`src/rtl/pipeline_hazard_ctl.sv`:
```
// rtl/pipeline_hazard_ctl.sv - load-use stall, redirect flush and debug halt control for a 5-stage pipeline
//
// Purpose:
//   Detects RAW hazards between the ID/EX producer and the IF/ID consumer,
//   stalls or flushes the front of the pipeline, and freezes it on a debug
//   halt request with single-step support. Counts stall and flush events.
//
// Ports:
//   clk, reset          - clock; synchronous active-high reset
//   ifid_rs_i/rt_i      - source register fields of the IF/ID instruction
//   ifid_uses_rt_i      - IF/ID instruction actually reads rt
//   idex_reg_write_i    - ID/EX instruction writes a register
//   idex_write_reg_i    - ID/EX destination register
//   redirect_i          - EX-stage taken branch or jump
//   halt_req_i, step_i  - debug halt level and single-step pulse
//   pc_enable_o .. idex_flush_o - combinational pipeline register controls
//   halted_o            - registered, high while in HALT
//   stall_count_o, flush_count_o - saturating event counters

module pipeline_hazard_ctl #(
  parameter int CNT_WIDTH = 16
) (
  input  logic                 clk,
  input  logic                 reset,
  input  logic [4:0]           ifid_rs_i,
  input  logic [4:0]           ifid_rt_i,
  input  logic                 ifid_uses_rt_i,
  input  logic                 idex_reg_write_i,
  input  logic [4:0]           idex_write_reg_i,
  input  logic                 redirect_i,
  input  logic                 halt_req_i,
  input  logic                 step_i,
  output logic                 pc_enable_o,
  output logic                 ifid_enable_o,
  output logic                 ifid_flush_o,
  output logic                 idex_enable_o,
  output logic                 idex_flush_o,
  output logic                 halted_o,
  output logic [CNT_WIDTH-1:0] stall_count_o,
  output logic [CNT_WIDTH-1:0] flush_count_o
);

  typedef enum logic [1:0] {
    RUN  = 2'd0,
    HALT = 2'd1,
    STEP = 2'd2
  } state_t;

  localparam logic [CNT_WIDTH-1:0] CNT_MAX = '1;

  state_t state;
  logic   hz;
  logic   active;
  logic   stall_evt;
  logic   flush_evt;

  // Register 0 is hardwired to zero, so writes to it never create a hazard.
  assign hz = idex_reg_write_i && (idex_write_reg_i != 5'd0) &&
              ((idex_write_reg_i == ifid_rs_i) ||
               (ifid_uses_rt_i && (idex_write_reg_i == ifid_rt_i)));

  assign active    = (state != HALT);
  assign flush_evt = active && redirect_i;
  // A redirect squashes the dependent instruction, so it wins over the stall.
  assign stall_evt = active && !redirect_i && hz;

  always_comb begin
    pc_enable_o   = 1'b0;
    ifid_enable_o = 1'b0;
    ifid_flush_o  = 1'b0;
    idex_enable_o = 1'b0;
    idex_flush_o  = 1'b0;
    if (active) begin
      idex_enable_o = 1'b1;
      if (redirect_i) begin
        pc_enable_o   = 1'b1;
        ifid_enable_o = 1'b1;
        ifid_flush_o  = 1'b1;
        idex_flush_o  = 1'b1;
      end else if (hz) begin
        // Hold PC and IF/ID, inject one bubble; the bubble clears hz next cycle.
        idex_flush_o  = 1'b1;
      end else begin
        pc_enable_o   = 1'b1;
        ifid_enable_o = 1'b1;
      end
    end
  end

  always_ff @(posedge clk) begin
    if (reset) begin
      state         <= RUN;
      halted_o      <= 1'b0;
      stall_count_o <= '0;
      flush_count_o <= '0;
    end else begin
      if (stall_evt && (stall_count_o != CNT_MAX)) stall_count_o <= stall_count_o + 1'b1;
      if (flush_evt && (flush_count_o != CNT_MAX)) flush_count_o <= flush_count_o + 1'b1;
      case (state)
        RUN: begin
          if (halt_req_i) begin
            state    <= HALT;
            halted_o <= 1'b1;
          end
        end
        HALT: begin
          // Dropping the halt request takes priority over a step pulse.
          if (!halt_req_i) begin
            state    <= RUN;
            halted_o <= 1'b0;
          end else if (step_i) begin
            state    <= STEP;
            halted_o <= 1'b0;
          end
        end
        STEP: begin
          if (halt_req_i) begin
            state    <= HALT;
            halted_o <= 1'b1;
          end else begin
            state    <= RUN;
            halted_o <= 1'b0;
          end
        end
        default: begin
          state    <= RUN;
          halted_o <= 1'b0;
        end
      endcase
    end
  end

endmodule

```
`config.mk`:
```
export PLATFORM = sky130hd
export DESIGN_NAME = pipeline_hazard_ctl
export DESIGN_NICKNAME = d
export VERILOG_FILES = /design/src/rtl/pipeline_hazard_ctl.sv
export SDC_FILE = /design/constraint.sdc
export NUM_CORES = 1
export LEC_CHECK = 0
export CAP_MARGIN = 20
export CORE_UTILIZATION = 50
export DETAILED_ROUTE_END_ITERATION = 16
export MAX_ROUTING_LAYER = met4
export PLACE_DENSITY = 0.84
export SYNTH_ARGS = -nofsm -noshare
export SYNTH_HDL_FRONTEND = slang
export SYNTH_SLANG_ARGS = --single-unit
```
`constraint.sdc`:
```
create_clock -name clk -period 4.8 [get_ports clk]
set_input_delay 0.48 -clock clk [delete_from_list [all_inputs] [get_ports clk]]
set_output_delay 0.48 -clock clk [all_outputs]
set_load 0.01 [all_outputs]
```
==> results.yml, run 1 <==
timing:
  period_share: 0.635
  whs_ps: 523
  worst_slew_pin_slew_ps: 675
  setup_viol_count_final: 0
  rsz0062_at_grt: "false"
  relSlewSlack: 0.550
  fmax_mhz: 328
  slew_viol_final: 0
  skew_ps: 5.88
  period_minus_slack_ps: 3050
  hold_viol: 0
  finalSetupTns_ps: 0
finish:
  n_fill_cell: 328
  n_antenna_cell: 0
  fin_cells: 347
  area_growth_pct: 35.1
  drive_gt1_frac: 0.0769
  multiInputGateArea_um2: 1220
  nets: 322
  ff_latch_area_um2: 701
clock_tree:
  clk_latency_ps: 290
  cts.sinks: 35
  tritoncts: "built"
  clock-root-buffer: "clkbuf_8"
  clock_path_buffers: 2
  cts-hold-fix-buffers: 0
  htreeDepth: 2
  cts_buffers: 5
  ctsResizeCount: 0
  path_clk_slew_ps: 70
  cts_setup_buffers: 0
global_route:
  gr-usage-met2: 0.405
  antenna_found_initial: 0
  grt_max_degree: 48
  top_usage_layer: "met2"
  grtUsageMet1: 0.282
  met3_usage: 0.0712
  grt_pass1_wl_mm: 7.83
  overflow: 0
  grt_pass1_vias: 1808
  track_usage: 0.243
route:
  drtIter0Drc: 93
  ant_nets: 0
  routedWlPerCell_um: 13.7
  drc: 0
  wl_mm: 4.75
  drt_pass1_iterations: 4
  vias: 1989
  routed_via_density: 5.73
outcome:
  status: "finished, final reports clean"
power_and_ir_drop:
  netSwitchingFraction: 0.250
  ir_drop_mv: 0.210
  power.switching_mw: 0.145
  leakage_nw: 0.872
  power_frac_clock: 0.363
  pwr-share-seq: 0.512
  power_mw: 0.579
  comb_power_share: 0.125
  internal-power_mw: 0.434
  power.density_nw_per_um2: 215
synthesis:
  synth_cells: 241
  syn_nets: 265
  synth_seq_cells: 35
  syn_avg_cell_area_um2: 8.26
  synth_top_cell_area_share: 0.352
  synth_most_common_cell: "dfxtp_1"
  synth_edf_count: 0
  synth_commonest_cells: "dfxtp_1, nor2_1, xnor2_1"
  synthArstFlopShare: 0
  yosys.area.top_type: "dfxtp_1"
  synth_cell_types: 43
  yosysWarningCount: 0
  synth_ff_type: "dfxtp_1"
  synth_area_leaders: "dfxtp_1, xnor2_1, nor2_1"
  synth_area_um2: 1990
  synth_seq_area_share: 0.352
die:
  dieArea_um2: 4240
  die_h_um: 65.1
  coreArea_um2: 3740
  ios: 60
  rows: 22
  fp.dieW_um: 65.1
  start_util: 0.532
place:
  place_inst: 339
  post-dp-hpwl_mm: 3.41
  port_buffers: 59
  place_congestion: 0.893
worst_setup_path:
  cp-endpoint: "ifid_enable_o"
  cp.required_ps: 4320
  ff2ff_setup_slack_ps: 2690
  crit_path_start_kind: "input pin"
  reg2reg_to: "stall_count_o[11]"
  crit_type: "input pin to output port"
  reg2reg_from: "state[0]"
  crit_fanout: 6
  worstPathArrival_ps: 2570
  crit_start: "idex_write_reg_i[1]"
  r2r_cells: 6
  cp-end-kind: "output port"
hold_path:
  hp-class: "flop to flop"
job:
  cap_violations: 0
[how the worst min path moves through the flow]
stage,start,end,slack [ps],cells past startpoint
5_1_grt,stall_count_o[13],stall_count_o[13],550,2
6_report,stall_count_o[13],stall_count_o[13],520,2
3_5_place_dp,stall_count_o[13],stall_count_o[13],520,2
4_1_cts,stall_count_o[13],stall_count_o[13],530,2
3_3_place_gp,stall_count_o[15],stall_count_o[15],520,2
2_1_floorplan,state[0],state[0],510,2
[per-stage QoR]
| step | area, um^2 | setup slack, ps | util |
|---|---|---|---|
| 2_1_floorplan | 1990 | 2580 | - |
| 3_3_place_gp | 2600 | 1790 | 0.696 |
| 3_5_place_dp | 2600 | 1730 | 0.696 |
| 4_1_cts | 2690 | 1720 | 0.718 |
| 5_1_grt | 2690 | 1630 | 0.718 |
| 6_report | 2690 | 1750 | 0.718 |
[state kept, by name (all words and copies together) (netlist names)]
name and flops:
flush_count_o 16, stall_count_o 16, state 2, halted_o 1
[kinds of logic after synthesis]
kind of cell,share of synthesized area
fa+ha+maj,0.0126
buf+inv,0.0358
simple gates,0.344
compound gates,0.0880
flops,0.352
mux,0.0666
xor+xnor,0.101
[layer usage]
layer / share of wire / vias to the layer above
met3: 0.092 / 4
met4: 0.0061 / 0
li1: - / 988
met1: 0.45 / 912
met2: 0.45 / 85
met5: 0 / -
[power groups by stage]
stage          Sequential [mW]  Clock, mW  Combinational, mW
6_report                 0.296      0.210             0.0726
5_1_grt                  0.297      0.231             0.0790
4_1_cts                  0.296      0.213             0.0732
3_5_place_dp             0.303          0             0.0728
3_3_place_gp             0.303          0             0.0707
2_1_floorplan            0.304          0             0.0347
[critical path, stage by stage]
cell,delay (ps)
clkdlybuf4s50_1,460
or4_1,540
o21a_1,270
a31oi_1,250
clkdlybuf4s50_1,570
[layout by cell type, fill, tap and decap left out, types with 2 or more instances in the layout]
cell type,netlist,layout
nand2b_1,3,3
inv_1,4,4
nor4_1,14,14
o31ai_1,4,4
nand2_1,12,12
clkbuf_8,0,5
o21ai_0,3,3
nor2_1,31,31
mux2_2,10,10
a21oi_1,13,13
dfxtp_1,35,35
buf_4,1,2
nor3_1,4,4
mux2i_1,2,2
clkdlybuf4s50_1,0,59
nand3_1,14,14
ha_1,2,2
and3_1,3,3
or4_1,7,7
xnor2_1,23,23
nand4_1,14,14
nor2b_1,11,11
and2_1,2,2
[cell type report]
type | count | area share
clock inverters | 2 | 0.00465
clock buffers | 6 | 0.0270
flip-flops and latches | 35 | 0.261
well taps | 48 | 0.0223
inverters | 5 | 0.00698
repair buffers | 61 | 0.225
multi-input cells | 190 | 0.453
Power figures use the tool's default switching activity.
==> run 2, diff against run 1 <==
- CORE_UTILIZATION: 50 -> 42
- PLACE_DENSITY: 0.84 -> 0.76
- clock period: 4.8 -> 2.5 ns (I/O delays scaled with it)
==> results.yml, run 2 (synthesis gave the netlist of run 1 again) <==
clock_tree:
  cts.sinks: 35
  cts_buffers: 5
  path_clk_slew_ps: 70
  htreeDepth: 2
  tritoncts: "built"
  clk_latency_ps: 290
  clock_path_buffers: 2
  clock-root-buffer: "clkbuf_8"
  cts-hold-fix-buffers: 0
power_and_ir_drop:
  pwr-share-seq: 0.510
  comb_power_share: 0.130
  power_frac_clock: 0.360
  power.switching_mw: 0.276
  internal-power_mw: 0.838
  power_mw: 1.11
  power.density_nw_per_um2: 406
  leakage_nw: 0.901
  netSwitchingFraction: 0.248
  ir_drop_mv: 0.331
die:
  rows: 24
  die_h_um: 70.8
  dieArea_um2: 5020
  coreArea_um2: 4440
  start_util: 0.448
  fp.dieW_um: 70.8
  ios: 60
timing:
  period_share: 0.953
  period_minus_slack_ps: 2380
  setup_viol_count_final: 0
  worst_slew_pin_slew_ps: 593
  timing.final.ws_setup_ps: 119
  fmax_mhz: 420
  rsz0062_at_grt: "false"
  relSlewSlack: 0.602
  slew_viol_final: 0
  skew_ps: 5.20
  whs_ps: 528
  hold_viol: 0
route:
  drc: 2
  vias: 1973
  routedWlPerCell_um: 13.1
  ant_nets: 0
  wl_mm: 4.67
  drtIter0Drc: 59
  drt_pass1_iterations: 12
  routed_via_density: 5.56
global_route:
  grt_pass1_wl_mm: 7.73
  grt_max_degree: 39
  antenna_found_initial: 0
  overflow: 0
  grt_pass1_vias: 1716
  track_usage: 0.198
finish:
  layout_commonest_cell: "clkdlybuf4s50_1"
  final_cell_mix: "clkdlybuf4s50_1, dfxtp_1, nor2_1"
  area_growth_pct: 38.0
  nets: 326
  reg_top3: "flush_count_o: 16 flops, stall_count_o: 16 flops, state: 2 flops"
  n_antenna_cell: 0
  drive_gt1_frac: 0.0891
  fin_util: 0.618
  n_fill_cell: 415
place:
  post-dp-hpwl_mm: 3.47
  place_congestion: 0.829
  pre_cts_ws_ps: -15.2
  port_buffers: 59
worst_setup_path:
  cpPeakStageDelay_ps: 540
  crit_type: "input pin to output port"
  cp-end-kind: "output port"
  cp.required_ps: 2250
  crit_path_start_kind: "input pin"
  path_common_cell: "clkdlybuf4s50_1"
  crit_fanout: 3
  worstPathArrival_ps: 2130
  critPathBufInv: 2
  critical_path.top_delay_family: "buffers and inverters"
  crit_path_top_delay_cell: "or4_1"
  crit_chain: "clkdlybuf4s50_1 > or4_1 > o21a_1 > a21oi_1 > nor2_1 > clkdlybuf4s50_1"
outcome:
  status: "finished, violations left"
  failed_checks: "design-rule violations"
hold_path:
  hp-class: "flop to flop"
job:
  cap_violations: 0
[run 2: changes by cell type in the layout (fill, tap and decap cells not counted)]
cell / previous run / this run
buf_12: 0 / 2
buf_4: 2 / 4
clkdlybuf4s50_1: 59 / 57
dlygate4sd2_1: 0 / 2
[run 2: timing repair]
| item | in CTS | in global routing |
|---|---|---|
| buffers inserted | 0 | 0 |
| gates resized for setup | 2 | 0 |
| endpoints found under the setup margin | 2 | 0 |
[run 2: layer usage]
metal | global-route usage | wire length (um)
met2 | 0.311 | 2120
met1 | 0.241 | 2220
met3 | 0.0527 | 238
met5 | - | 0
met4 | 0.0800 | 89
[run 2: per-stage QoR]
| step | cell area, um^2 | TNS [ps] | instances |
|---|---|---|---|
| 2_1_floorplan | 1990 | 0 | 241 |
| 5_1_grt | 2750 | 0 | 355 |
| 3_3_place_gp | 2660 | 0 | 347 |
| 4_1_cts | 2750 | 0 | 355 |
| 6_report | 2750 | 0 | 355 |
| 3_5_place_dp | 2660 | -29.6 | 347 |
[run 2: final timing paths]
kind | slack (ps) | startpoint | to | cells past startpoint
setup / recovery | 120 | idex_write_reg_i[1] | idex_flush_o | 6
setup reg to reg | 480 | stall_count_o[3] | stall_count_o[6] | 5
hold reg to reg | 530 | stall_count_o[13] | stall_count_o[13] | 2
hold / removal | 530 | stall_count_o[13] | stall_count_o[13] | 2
[run 2: power by group through the flow]
stage / registers [mW] / logic (mW) / clock network, mW
after floorplan: 0.583 / 0.0666 / 0
after global placement: 0.581 / 0.144 / 0
after detailed placement: 0.581 / 0.147 / 0
after CTS: 0.568 / 0.146 / 0.410
after global routing: 0.569 / 0.157 / 0.439
final: 0.568 / 0.145 / 0.401
[run 2: worst reg2reg max path: stages (launching register included)]
cell and delay (ps):
dfxtp_1 460, and4_1 300, nand4_1 190, o31ai_2 550
nor4_1 130, mux2_2 290
[run 2: area by class of cell]
type / instances / area [um^2] / share of cell area
multi-input cells: 190 / 1220 / 0.444
inverters: 5 / 18.8 / 0.00683
repair buffers: 65 / 658 / 0.240
flip-flops and latches: 35 / 701 / 0.255
clock inverters: 2 / 12.5 / 0.00456
clock buffers: 6 / 72.6 / 0.0264
well taps: 52 / 65.1 / 0.0237
